`src/rtl/crc32_fcs_stream_if.sv`:
```
// crc32_fcs_stream_if: valid/ready/last beat stream carrying DATA_W bits per beat.
interface crc32_fcs_stream_if #(
  parameter int DATA_W = 4
);
  logic [DATA_W-1:0] data;
  logic              valid;
  logic              last;
  logic              ready;
  modport master(output data, valid, last, input ready);
  modport slave(input data, valid, last, output ready);
endinterface

```
`src/rtl/crc32_fcs_stream.sv`:
```
// crc32_fcs_stream: streaming reflected CRC-32 that appends the FCS or residue-checks a received frame.
module crc32_fcs_stream #(
  parameter int DATA_W     = 4,
  parameter bit APPEND_FCS = 1'b1
) (
  input  logic               clk,
  input  logic               rstn,
  crc32_fcs_stream_if.slave  s,
  crc32_fcs_stream_if.master m,
  output logic [31:0]        crc_state,
  output logic               frame_done,
  output logic               fcs_ok
);
  localparam int N = 32 / DATA_W;
  localparam int CW = N > 1 ? $clog2(N) : 1;
  localparam logic [CW-1:0] LAST = CW'(N - 1);
  localparam logic [31:0] POLY = 32'hEDB88320;
  localparam logic [31:0] RESIDUE = 32'hDEBB20E3;
  typedef enum logic {DATA, FCS} state_t;
  state_t        state;
  logic [31:0]   crc_next;
  logic [31:0]   fcs_reg;
  logic [CW-1:0] cnt;
  logic          out_free;
  logic          xfer;
  always_comb begin
    crc_next = crc_state;
    for (int i = 0; i < DATA_W; i++)
      crc_next = (crc_next >> 1) ^ ((crc_next[0] ^ s.data[i]) ? POLY : 32'h0);
  end
  assign out_free = !m.valid || m.ready;
  assign s.ready  = state == DATA && out_free;
  assign xfer     = s.valid && s.ready;
  always_ff @(posedge clk) begin
    if (!rstn) begin
      state      <= DATA;
      cnt        <= '0;
      crc_state  <= '1;
      fcs_reg    <= '0;
      m.data     <= '0;
      m.valid    <= 1'b0;
      m.last     <= 1'b0;
      frame_done <= 1'b0;
      fcs_ok     <= 1'b0;
    end else begin
      frame_done <= 1'b0;
      if (state == DATA) begin
        if (xfer) begin
          m.data    <= s.data;
          m.valid   <= 1'b1;
          m.last    <= s.last && !APPEND_FCS;
          crc_state <= s.last ? '1 : crc_next;
          if (s.last) begin
            frame_done <= 1'b1;
            fcs_ok     <= crc_next == RESIDUE;
            if (APPEND_FCS) begin
              fcs_reg <= ~crc_next;
              cnt     <= '0;
              state   <= FCS;
            end
          end
        end else if (m.ready) begin
          m.valid <= 1'b0;
        end
      end else if (out_free) begin
        // FCS leaves LSB-first, one DATA_W chunk per beat
        m.data  <= fcs_reg[cnt*DATA_W +: DATA_W];
        m.valid <= 1'b1;
        m.last  <= cnt == LAST;
        cnt     <= cnt == LAST ? '0 : cnt + 1'b1;
        if (cnt == LAST) state <= DATA;
      end
    end
  end
endmodule

```
`src/flat_wrapper.sv`:
```
// flat-port wrapper written by rule: the top's interface ports become plain ports
module crc32_fcs_stream_flat 
#(
  parameter int DATA_W     = 4,
  parameter bit APPEND_FCS = 1'b1
)
  (clk, rstn, crc_state, frame_done, fcs_ok, s_data, s_valid, s_last, s_ready, m_data, m_valid, m_last, m_ready);
  crc32_fcs_stream_if #(.DATA_W(DATA_W)) s_i ();
  crc32_fcs_stream_if #(.DATA_W(DATA_W)) m_i ();
  input  logic clk;
  input  logic rstn;
  output logic [31:0] crc_state;
  output logic frame_done;
  output logic fcs_ok;
  input wire logic [$bits(s_i.data)-1:0] s_data;
  input wire logic [$bits(s_i.valid)-1:0] s_valid;
  input wire logic [$bits(s_i.last)-1:0] s_last;
  output wire logic [$bits(s_i.ready)-1:0] s_ready;
  output wire logic [$bits(m_i.data)-1:0] m_data;
  output wire logic [$bits(m_i.valid)-1:0] m_valid;
  output wire logic [$bits(m_i.last)-1:0] m_last;
  input wire logic [$bits(m_i.ready)-1:0] m_ready;
  assign s_i.data = s_data;
  assign s_i.valid = s_valid;
  assign s_i.last = s_last;
  assign s_ready = s_i.ready;
  assign m_data = m_i.data;
  assign m_valid = m_i.valid;
  assign m_last = m_i.last;
  assign m_i.ready = m_ready;
  crc32_fcs_stream #(.DATA_W(DATA_W), .APPEND_FCS(APPEND_FCS)) u_core (.clk(clk), .rstn(rstn), .s(s_i), .m(m_i), .crc_state(crc_state), .frame_done(frame_done), .fcs_ok(fcs_ok));
endmodule
```
`config.mk`:
```
export PLATFORM = sky130hd
export DESIGN_NAME = crc32_fcs_stream_flat
export DESIGN_NICKNAME = d
export VERILOG_FILES = /design/src/rtl/crc32_fcs_stream_if.sv /design/src/rtl/crc32_fcs_stream.sv /design/src/flat_wrapper.sv
export SDC_FILE = /design/constraint.sdc
export NUM_CORES = 1
export LEC_CHECK = 0
export BUFFER_PORTS_ARGS = -buffer_cell sky130_fd_sc_hd__buf_2
export CAP_MARGIN = 25
export CORE_MARGIN = 2
export CORE_UTILIZATION = 40
export CTS_CLUSTER_SIZE = 20
export DETAILED_ROUTE_END_ITERATION = 10
export SYNTH_ARGS = -nofsm -noshare
export SYNTH_HDL_FRONTEND = slang
export SYNTH_SLANG_ARGS = --single-unit
```
`constraint.sdc`:
```
create_clock -name clk -period 2.35 [get_ports clk]
set_input_delay 0.235 -clock clk [delete_from_list [all_inputs] [get_ports clk]]
set_output_delay 0.235 -clock clk [all_outputs]
set_load 0.02 [all_outputs]
```
# ---- Yosys cells after proc, flatten, opt, wreduce, memory -nomap -nowiden
# Index checks and enable logic that the tools add are counted.
# W data, S select, Z words.
dict set report totals {
  register_bits 76
  latch_bits 0
  ramBits 0
  romBits 0
  in_bits 9
  out_inout_bits 41
  wordCells 63
  mem_count 0
}
dict set report classes {
  add_sub_neg 1
  multipliers 0
  div_mod_pow 0
  order_cmp 0
  n_eq_ne 3
  shift 1
  mux 25
  n_bitwise 11
  reduce_logical 13
}
# operator count
set ops {}
lappend ops {{$mux W32} 5}
lappend ops {{$xor A31 B32 Y32} 4}
lappend ops {{$eq A32 B32 Y1 const B} 1}
lappend ops {{$not A32 Y32} 1}
lappend ops {{$shiftx A32 B6 Y4} 1}
lappend ops {{$mux W3} 5}
lappend ops {{$mux W1} 12}
lappend ops {{$mux W4} 3}
lappend ops {{$reduce_and A2 Y1} 3}
lappend ops {{$reduce_and A3 Y1} 2}
lappend ops {{$reduce_bool A2 Y1} 2}
lappend ops {{$xor A1 B1 Y1} 4}
lappend ops {{$add A3 B1 Y3 const B} 1}
lappend ops {{$eq A3 B3 Y1 const B} 1}
lappend ops {{$reduce_bool A3 Y1} 1}
lappend ops {{$logic_and A1 B1 Y1} 2}
lappend ops {{$ne A2 B2 Y1 const B} 1}
lappend ops {{$not A1 Y1} 2}
lappend ops {{$reduce_or A2 Y1} 1}
lappend ops {{$logic_not A1 Y1} 1}
lappend ops {{$logic_or A1 B1 Y1} 1}

# ---- Depth between registers and ports, before layout
# Gate-level depths: netlist of run 1.
dict set report logic_depth {
  depth_word 13
  ltp_mapped 7
  depth_no_buf 7
}

# ---- Worst setup path before layout of run 1
# OpenSTA, ideal clock, no wires.
dict set report synth_timing {
  path_kind {flip-flop to flip-flop}
  startpoint {register u_core.crc_state[2]}
  endpoint {register u_core.fcs_ok}
  arrival_time_ns 1.782
  required_ns 2.281
  path_slack_ns 0.499
  stages_incl_launch_ff 7
  path_buffers 0
  period_less_slack_ns 1.851
  cell_sequence {dfxtp_1 -> xor2_2 -> inv_2 -> xnor3_2 -> mux2i_1 -> o221ai_1 -> o21ai_1}
}
dict set report synth_via {
  elab_chain_len 7
}
# item line_no
set synth_lines {}
lappend synth_lines {{start, declared} crc32_fcs_stream.sv:10} ;# output logic [31:0] crc_state,
lappend synth_lines {{start signal, assigned} crc32_fcs_stream.sv:52} ;# crc_state <= s.last ? '1 : crc_next;
lappend synth_lines {{$xor A31 B32 Y32 (2 in series)} crc32_fcs_stream.sv:29} ;# crc_next = (crc_next >> 1) ^ ((crc_next[0] ^ s.data[i]) ? POLY : 32'h0);
lappend synth_lines {{$xor A1 B1 Y1} crc32_fcs_stream.sv:29}
lappend synth_lines {{$mux W32} crc32_fcs_stream.sv:29}
lappend synth_lines {{$xor A31 B32 Y32 (2 in series)} crc32_fcs_stream.sv:29}
lappend synth_lines {{$eq A32 B32 Y1} crc32_fcs_stream.sv:55} ;# fcs_ok <= crc_next == RESIDUE;
lappend synth_lines {{end signal, assigned} crc32_fcs_stream.sv:44} ;# fcs_ok <= 1'b0;
lappend synth_lines {{end signal, assigned} crc32_fcs_stream.sv:55}
lappend synth_lines {{end, declared} crc32_fcs_stream.sv:12} ;# output logic fcs_ok
# No other way between the ends.
# A chain may end at the register's enable or synchronous reset.

# ---- Worst setup path after layout of run 1
dict set report layout_timing {
  startpoint {register u_core.crc_state[0]}
  endpoint {register u_core.fcs_ok}
}
dict set report layout_via {
  elab_chain_len 7
}
# item line_no
set layout_lines {}
lappend layout_lines {{$xor A1 B1 Y1} crc32_fcs_stream.sv:29}
lappend layout_lines {{$mux W32} crc32_fcs_stream.sv:29}
lappend layout_lines {{$xor A31 B32 Y32 (4 in series)} crc32_fcs_stream.sv:29}
lappend layout_lines {{$eq A32 B32 Y1} crc32_fcs_stream.sv:55}
# No other way between the ends.

==> impl_metrics.json, run 1 <==
{
  "dp_cells": 497,
  "nets": 412,
  "synth_nets": 364,
  "top_layer": "met4",
  "cts.clk_slew.worst_paths_ns": 0.08,
  "htree_levels": 3,
  "async_flop_share_pct": 0,
  "ant_nets": 0,
  "cellLeakagePower_uw": 0.00167,
  "design.core.area_um2": 8590,
  "avgRoutedWirePerCell_um": 18.1,
  "synth-xor-area-share_pct": 12.9,
  "fin_tns_setup_ns": 0,
  "worst_slew_pin_slew_ns": 0.610,
  "grt_max_degree": 65,
  "die_x_um": 97.5,
  "fin_cells": 513,
  "regArea_um2": 1520,
  "wirelength_um": 9300,
  "path_buf_inv": 0,
  "crit_family": "XOR/XNOR gates",
  "hold_viol": 0,
  "cts.sinks": 76,
  "antenna_found_initial": 0,
  "worstHoldPathType": "in2reg",
  "post-route-period-util_pct": 85.6,
  "timing.hold.ws_ns": 0.170,
  "worstSetupPathType": "reg2reg",
  "dr_wl_met3_um": 423,
  "numCtsBuffers": 9,
  "dieArea_um2": 9500,
  "yosys_warnings": 0,
  "arrival_ns": 2.29,
  "setup_viol": 0,
  "grt_usage_pct": 20.4,
  "pin_count": 50,
  "area_growth_pct": 16.7,
  "synth-main-ff-cell": "dfxtp_1",
  "ir_drop_mv": 0.422,
  "maxSlewViolCount": 0,
  "vias": 2823,
  "grt_pass1_wl_um": 15100,
  "fillers": 840,
  "rsz0062_at_grt": "false",
  "postCtsSetupBuffers": 0,
  "multi_input_area_um2": 1880,
  "power_density_nw_per_um2": 845,
  "drc": 0,
  "worstSetupEndpointType": "flip-flop",
  "status": "finished, final reports clean",
  "insertion_delay_ns": 0.35,
  "synth_top_area_share_pct": 43.5,
  "crit_start": "u_core.crc_state[0]",
  "critPathRequiredTime_ns": 2.63,
  "synth_compound_area_share_pct": 14.9,
  "wl_met2_um": 4370,
  "r2r-end": "u_core.fcs_ok",
  "relSlewSlack_pct": 59.1,
  "ctsRootBufferMaster": "clkbuf_8",
  "netlist_area_um2": 3490,
  "dr.pass1.iters": 4,
  "die_h_um": 97.5,
  "worst-path-stages": 5,
  "post-route-min-period_ns": 2.01,
  "wl_met1_um": 4360,
  "rows": 34,
  "n_antenna_cell": 0,
  "synthDistinctLibCells": 54,
  "drt-initial-drc-count": 175,
  "cts_tree": "done",
  "worstReg2RegStart": "u_core.crc_state[0]",
  "ff2ff_path_depth": 5,
  "yosys.area_share.simple_pct": 17.2,
  "gp_congestion": 0.871,
  "synth.area.top_cells": "dfxtp_1 (44%), nand2_1 (7.2%), xnor2_1 (5.8%), mux4_2 (5.2%), a22o_1 (4.3%)",
  "routed_via_density": 5.50,
  "syn_inst": 352,
  "final_core_util_pct": 47.5,
  "ys_seq_area_share_pct": 43.5,
  "slowest_delay_ns": 0.56,
  "initial_core_util_pct": 40.7,
  "slowest_stage": "xor3_1",
  "synthAdderAreaFrac_pct": 1.07,
  "grt_pass1_vias": 2770,
  "crit_chain": "xor3_1 > or3_1 > mux2i_1 > o2111ai_1 > o21ai_1",
  "clockBufferDepth": 2,
  "synth_edf_count": 0,
  "synth.avg_cell_area_um2": 9.93,
  "fin_skew_ns": 0.00765,
  "rrSetupSlack_ns": 0.34,
  "crit_fanout": 4,
  "synthMuxAreaShare_pct": 7.45,
  "fmax_mhz": 497,
  "max_cap_violations": 0,
  "drive_gt1_share_pct": 23.5,
  "start_kind": "flip-flop",
  "synth_top_family_by_area": "simple AND/OR/NAND/NOR gates",
  "dp_hpwl_um": 6490,
  "portBuffers": 49,
  "grt_overflow": 0,
  "endpoint": "u_core.fcs_ok",
  "ctsResizeCount": 0,
  "ys_ff_latch": 76,
  "ctsHoldBuffers": 0,
  "synth_top_cell_by_area": "dfxtp_1"
}
[where the power goes]
group / switching (µW) / internal (µW) / total [µW]
clock network: 483 / 465 / 948
registers: 150 / 1410 / 1560
logic: 530 / 407 / 937
[cell families after synthesis]
| family | count (synthesis) |
|---|---|
| muxes | 16 |
| xor gates and xnor gates | 37 |
| and+or+nand+nor | 123 |
| AOI/OAI and AO/OA | 72 |
| adders and majority gates | 3 |
| buffers and inverters | 25 |
| DFF | 76 |
[cells in the mapped netlist, drive strengths merged (2+ instances only)]
master	number
mux4	8
xnor2	26
a22o	17
nand2	67
o211ai	19
a21oi	5
a211oi	5
nor4b	3
nor2b	9
xnor3	4
mux2i	8
o21ai	15
or3	3
nand4	2
a21boi	3
inv	3
dfxtp	76
a32oi	2
nor2	5
buf	8
nand3b	2
nor3b	2
nand3	20
xor2	6
ha	3
clkbuf	13
[layout make-up]
type	count	area share, %
repair buffers	58	8.28
inverters	4	0.429
well taps	108	3.31
clock buffers	12	4.05
clock inverters	4	0.552
flip-flops and latches	76	37.3
multi-input cells	251	46.1
[cells in the final DEF, fill, tap and decap left out, drive strengths merged, types with 3 or more instances in the layout]
cell and count:
o211ai 19, xnor2 26, a22o 17, a21boi 3
dfxtp 76, mux2i 8, or3 3, clkinv 4
clkbuf 12, a21oi 5, inv 3, xnor3 4
mux4 8, nand3 20, nor2b 9, o21ai 15
xor2 6, ha 3, nor2 5, a211oi 5
nor4b 3, buf 58, nand2 67
[metal layers]
metal  vias to the layer above  track usage, %
li1                       1358               -
met1                      1371            28.3
met2                        80            32.5
met3                        14            3.53
met4                         0            6.30
met5                         -               0
[through the flow]
| step | power (µW) | cell area (µm²) | worst slack [ns] |
|---|---|---|---|
| 2_1_floorplan | 2230 | 3490 | 0.499 |
| 3_3_place_gp | 2520 | 3890 | 0.417 |
| 3_5_place_dp | 2530 | 3890 | 0.349 |
| 4_1_cts | 3470 | 4080 | 0.328 |
| 5_1_grt | 3620 | 4080 | 0.214 |
| 6_report | 3450 | 4080 | 0.338 |
[worst min path at each step]
stage | startpoint | end | slack (ns) | cells after the start
2_1_floorplan | s_valid | u_core.m.valid | 0.37 | 1
3_3_place_gp | u_core.fcs_reg[3] | u_core.fcs_reg[3] | 0.43 | 2
3_5_place_dp | u_core.fcs_reg[3] | u_core.fcs_reg[3] | 0.44 | 2
4_1_cts | s_valid | u_core.m.valid | 0.16 | 2
5_1_grt | s_valid | u_core.m.valid | 0.19 | 2
6_report | s_valid | u_core.m.valid | 0.17 | 2
Power figures use the tool's default switching activity.
==> run 2: changes to the inputs <==
--- a/config.mk
+++ b/config.mk
@@ -11,6 +11,7 @@
 export CORE_UTILIZATION = 40
 export CTS_CLUSTER_SIZE = 20
 export DETAILED_ROUTE_END_ITERATION = 10
+export PLACE_DENSITY_LB_ADDON = 0.1
 export SYNTH_ARGS = -nofsm -noshare
 export SYNTH_HDL_FRONTEND = slang
 export SYNTH_SLANG_ARGS = --single-unit
==> impl_metrics.json, run 2 (synthesis results as in run 1) <==
{
  "antenna_found_initial": 0,
  "n_antenna_cell": 0,
  "ctsResizeCount": 0,
  "htree_levels": 3,
  "fin_tns_setup_ns": 0,
  "crit_chain": "xor2_2 > inv_2 > xnor3_2 > xnor2_1 > o211ai_1",
  "fmax_mhz": 484,
  "final_core_util_pct": 47.4,
  "post-route-min-period_ns": 2.07,
  "gp_congestion": 0.859,
  "initial_core_util_pct": 40.7,
  "design.core.area_um2": 8590,
  "dr.pass1.iters": 4,
  "worstReg2RegStart": "u_core.crc_state[2]",
  "timing.hold.ws_ns": 0.169,
  "grt_max_degree": 53,
  "wirelength_um": 9420,
  "fin_skew_ns": 0.0129,
  "crit_family": "XOR/XNOR gates",
  "area_growth_pct": 16.6,
  "die_x_um": 97.5,
  "drc": 0,
  "post-route-period-util_pct": 87.9,
  "numCtsBuffers": 9,
  "pin_count": 50,
  "rsz0062_at_grt": "false",
  "rows": 34,
  "arrival_ns": 2.28,
  "routed_via_density": 5.47,
  "setup_viol": 0,
  "layout_common_cells": "dfxtp_1 (76), nand2_1 (67), buf_2 (49)",
  "ant_nets": 0,
  "pre_cts_slack_ns": 0.326,
  "start_kind": "flip-flop",
  "postCtsSetupBuffers": 0,
  "drt-initial-drc-count": 202,
  "dieArea_um2": 9500,
  "path_buf_inv": 1,
  "grt_pass1_wl_um": 15400,
  "worstHoldPathType": "in2reg",
  "final_common_cell": "dfxtp_1",
  "vias": 2799,
  "insertion_delay_ns": 0.35,
  "worst_slew_pin_slew_ns": 0.700,
  "min_from": "s_valid",
  "fin_total_pwr_uw": 3540,
  "status": "finished, final reports clean",
  "slowest_stage": "xnor3_2",
  "portBuffers": 49,
  "fin_ws_ns": 0.285,
  "relSlewSlack_pct": 53.0,
  "avgRoutedWirePerCell_um": 18.4,
  "clockBufferDepth": 2,
  "cellLeakagePower_uw": 0.00167,
  "grt_pass1_vias": 2747,
  "cts.clk_slew.worst_paths_ns": 0.08,
  "maxSlewViolCount": 0,
  "drive_gt1_share_pct": 23.0,
  "slowest_delay_ns": 0.47,
  "cts.sinks": 76,
  "cts_tree": "done",
  "ir_drop_mv": 0.340,
  "crit_start": "u_core.crc_state[2]",
  "nets": 411,
  "dp_hpwl_um": 6610,
  "ctsHoldBuffers": 0,
  "worstSetupEndpointType": "flip-flop",
  "die_h_um": 97.5,
  "grt_overflow": 0,
  "critPathRequiredTime_ns": 2.56,
  "grt_usage_pct": 20.9,
  "power_density_nw_per_um2": 869,
  "ctsRootBufferMaster": "clkbuf_8",
  "hold_viol": 0,
  "max_cap_violations": 0,
  "crit_fanout": 9,
  "worstSetupPathType": "reg2reg"
}
-- run 2: cell count changes in the layout (fill, tap and decap cells not counted), sizes merged --
cell | previous run | this run
buf | 58 | 57
bufinv | 0 | 1
clkinv | 4 | 3
-- run 2: layer usage --
metal | routed length [µm] | share of wire (%) | vias up | GRT usage [%]
met5 | 0 | 0 | - | 0
met4 | 102 | 1.1 | 0 | 7.16
met3 | 573 | 6.1 | 6 | 4.24
met2 | 4280 | 45 | 87 | 30.9
met1 | 4460 | 47 | 1345 | 30.4
li1 | - | - | 1361 | -
-- run 2: layout make-up --
| type | count | area, µm² |
|---|---|---|
| clock buffer | 12 | 155 |
| clock inverter | 4 | 47.5 |
| fill | 850 | 4520 |
| inverter | 4 | 17.5 |
| multi-input combinational | 251 | 1880 |
| sequential | 76 | 1520 |
| tap | 108 | 135 |
| timing repair buffer | 57 | 318 |
-- run 2: path summary, 6_finish.rpt --
| kind | cells past startpoint | to | slack [ns] |
|---|---|---|---|
| setup / recovery | 5 | u_core.crc_state[20] | 0.28 |
| hold / removal | 2 | u_core.m.valid | 0.17 |
| setup reg to reg | 5 | u_core.crc_state[20] | 0.28 |
| hold reg to reg | 2 | u_core.fcs_ok | 0.46 |
-- run 2: metrics by stage --
stage / cells / area [µm²]
floorplan: 352 / 3490
global placement: 496 / 3870
detailed placement: 496 / 3870
CTS: 512 / 4070
global route: 512 / 4070
finish: 512 / 4070
-- run 2: power breakdown --
part	switching, µW	leakage [µW]	internal [µW]
clock network	495	0.000102	546
registers	147	0.000624	1410
logic	541	0.000941	400
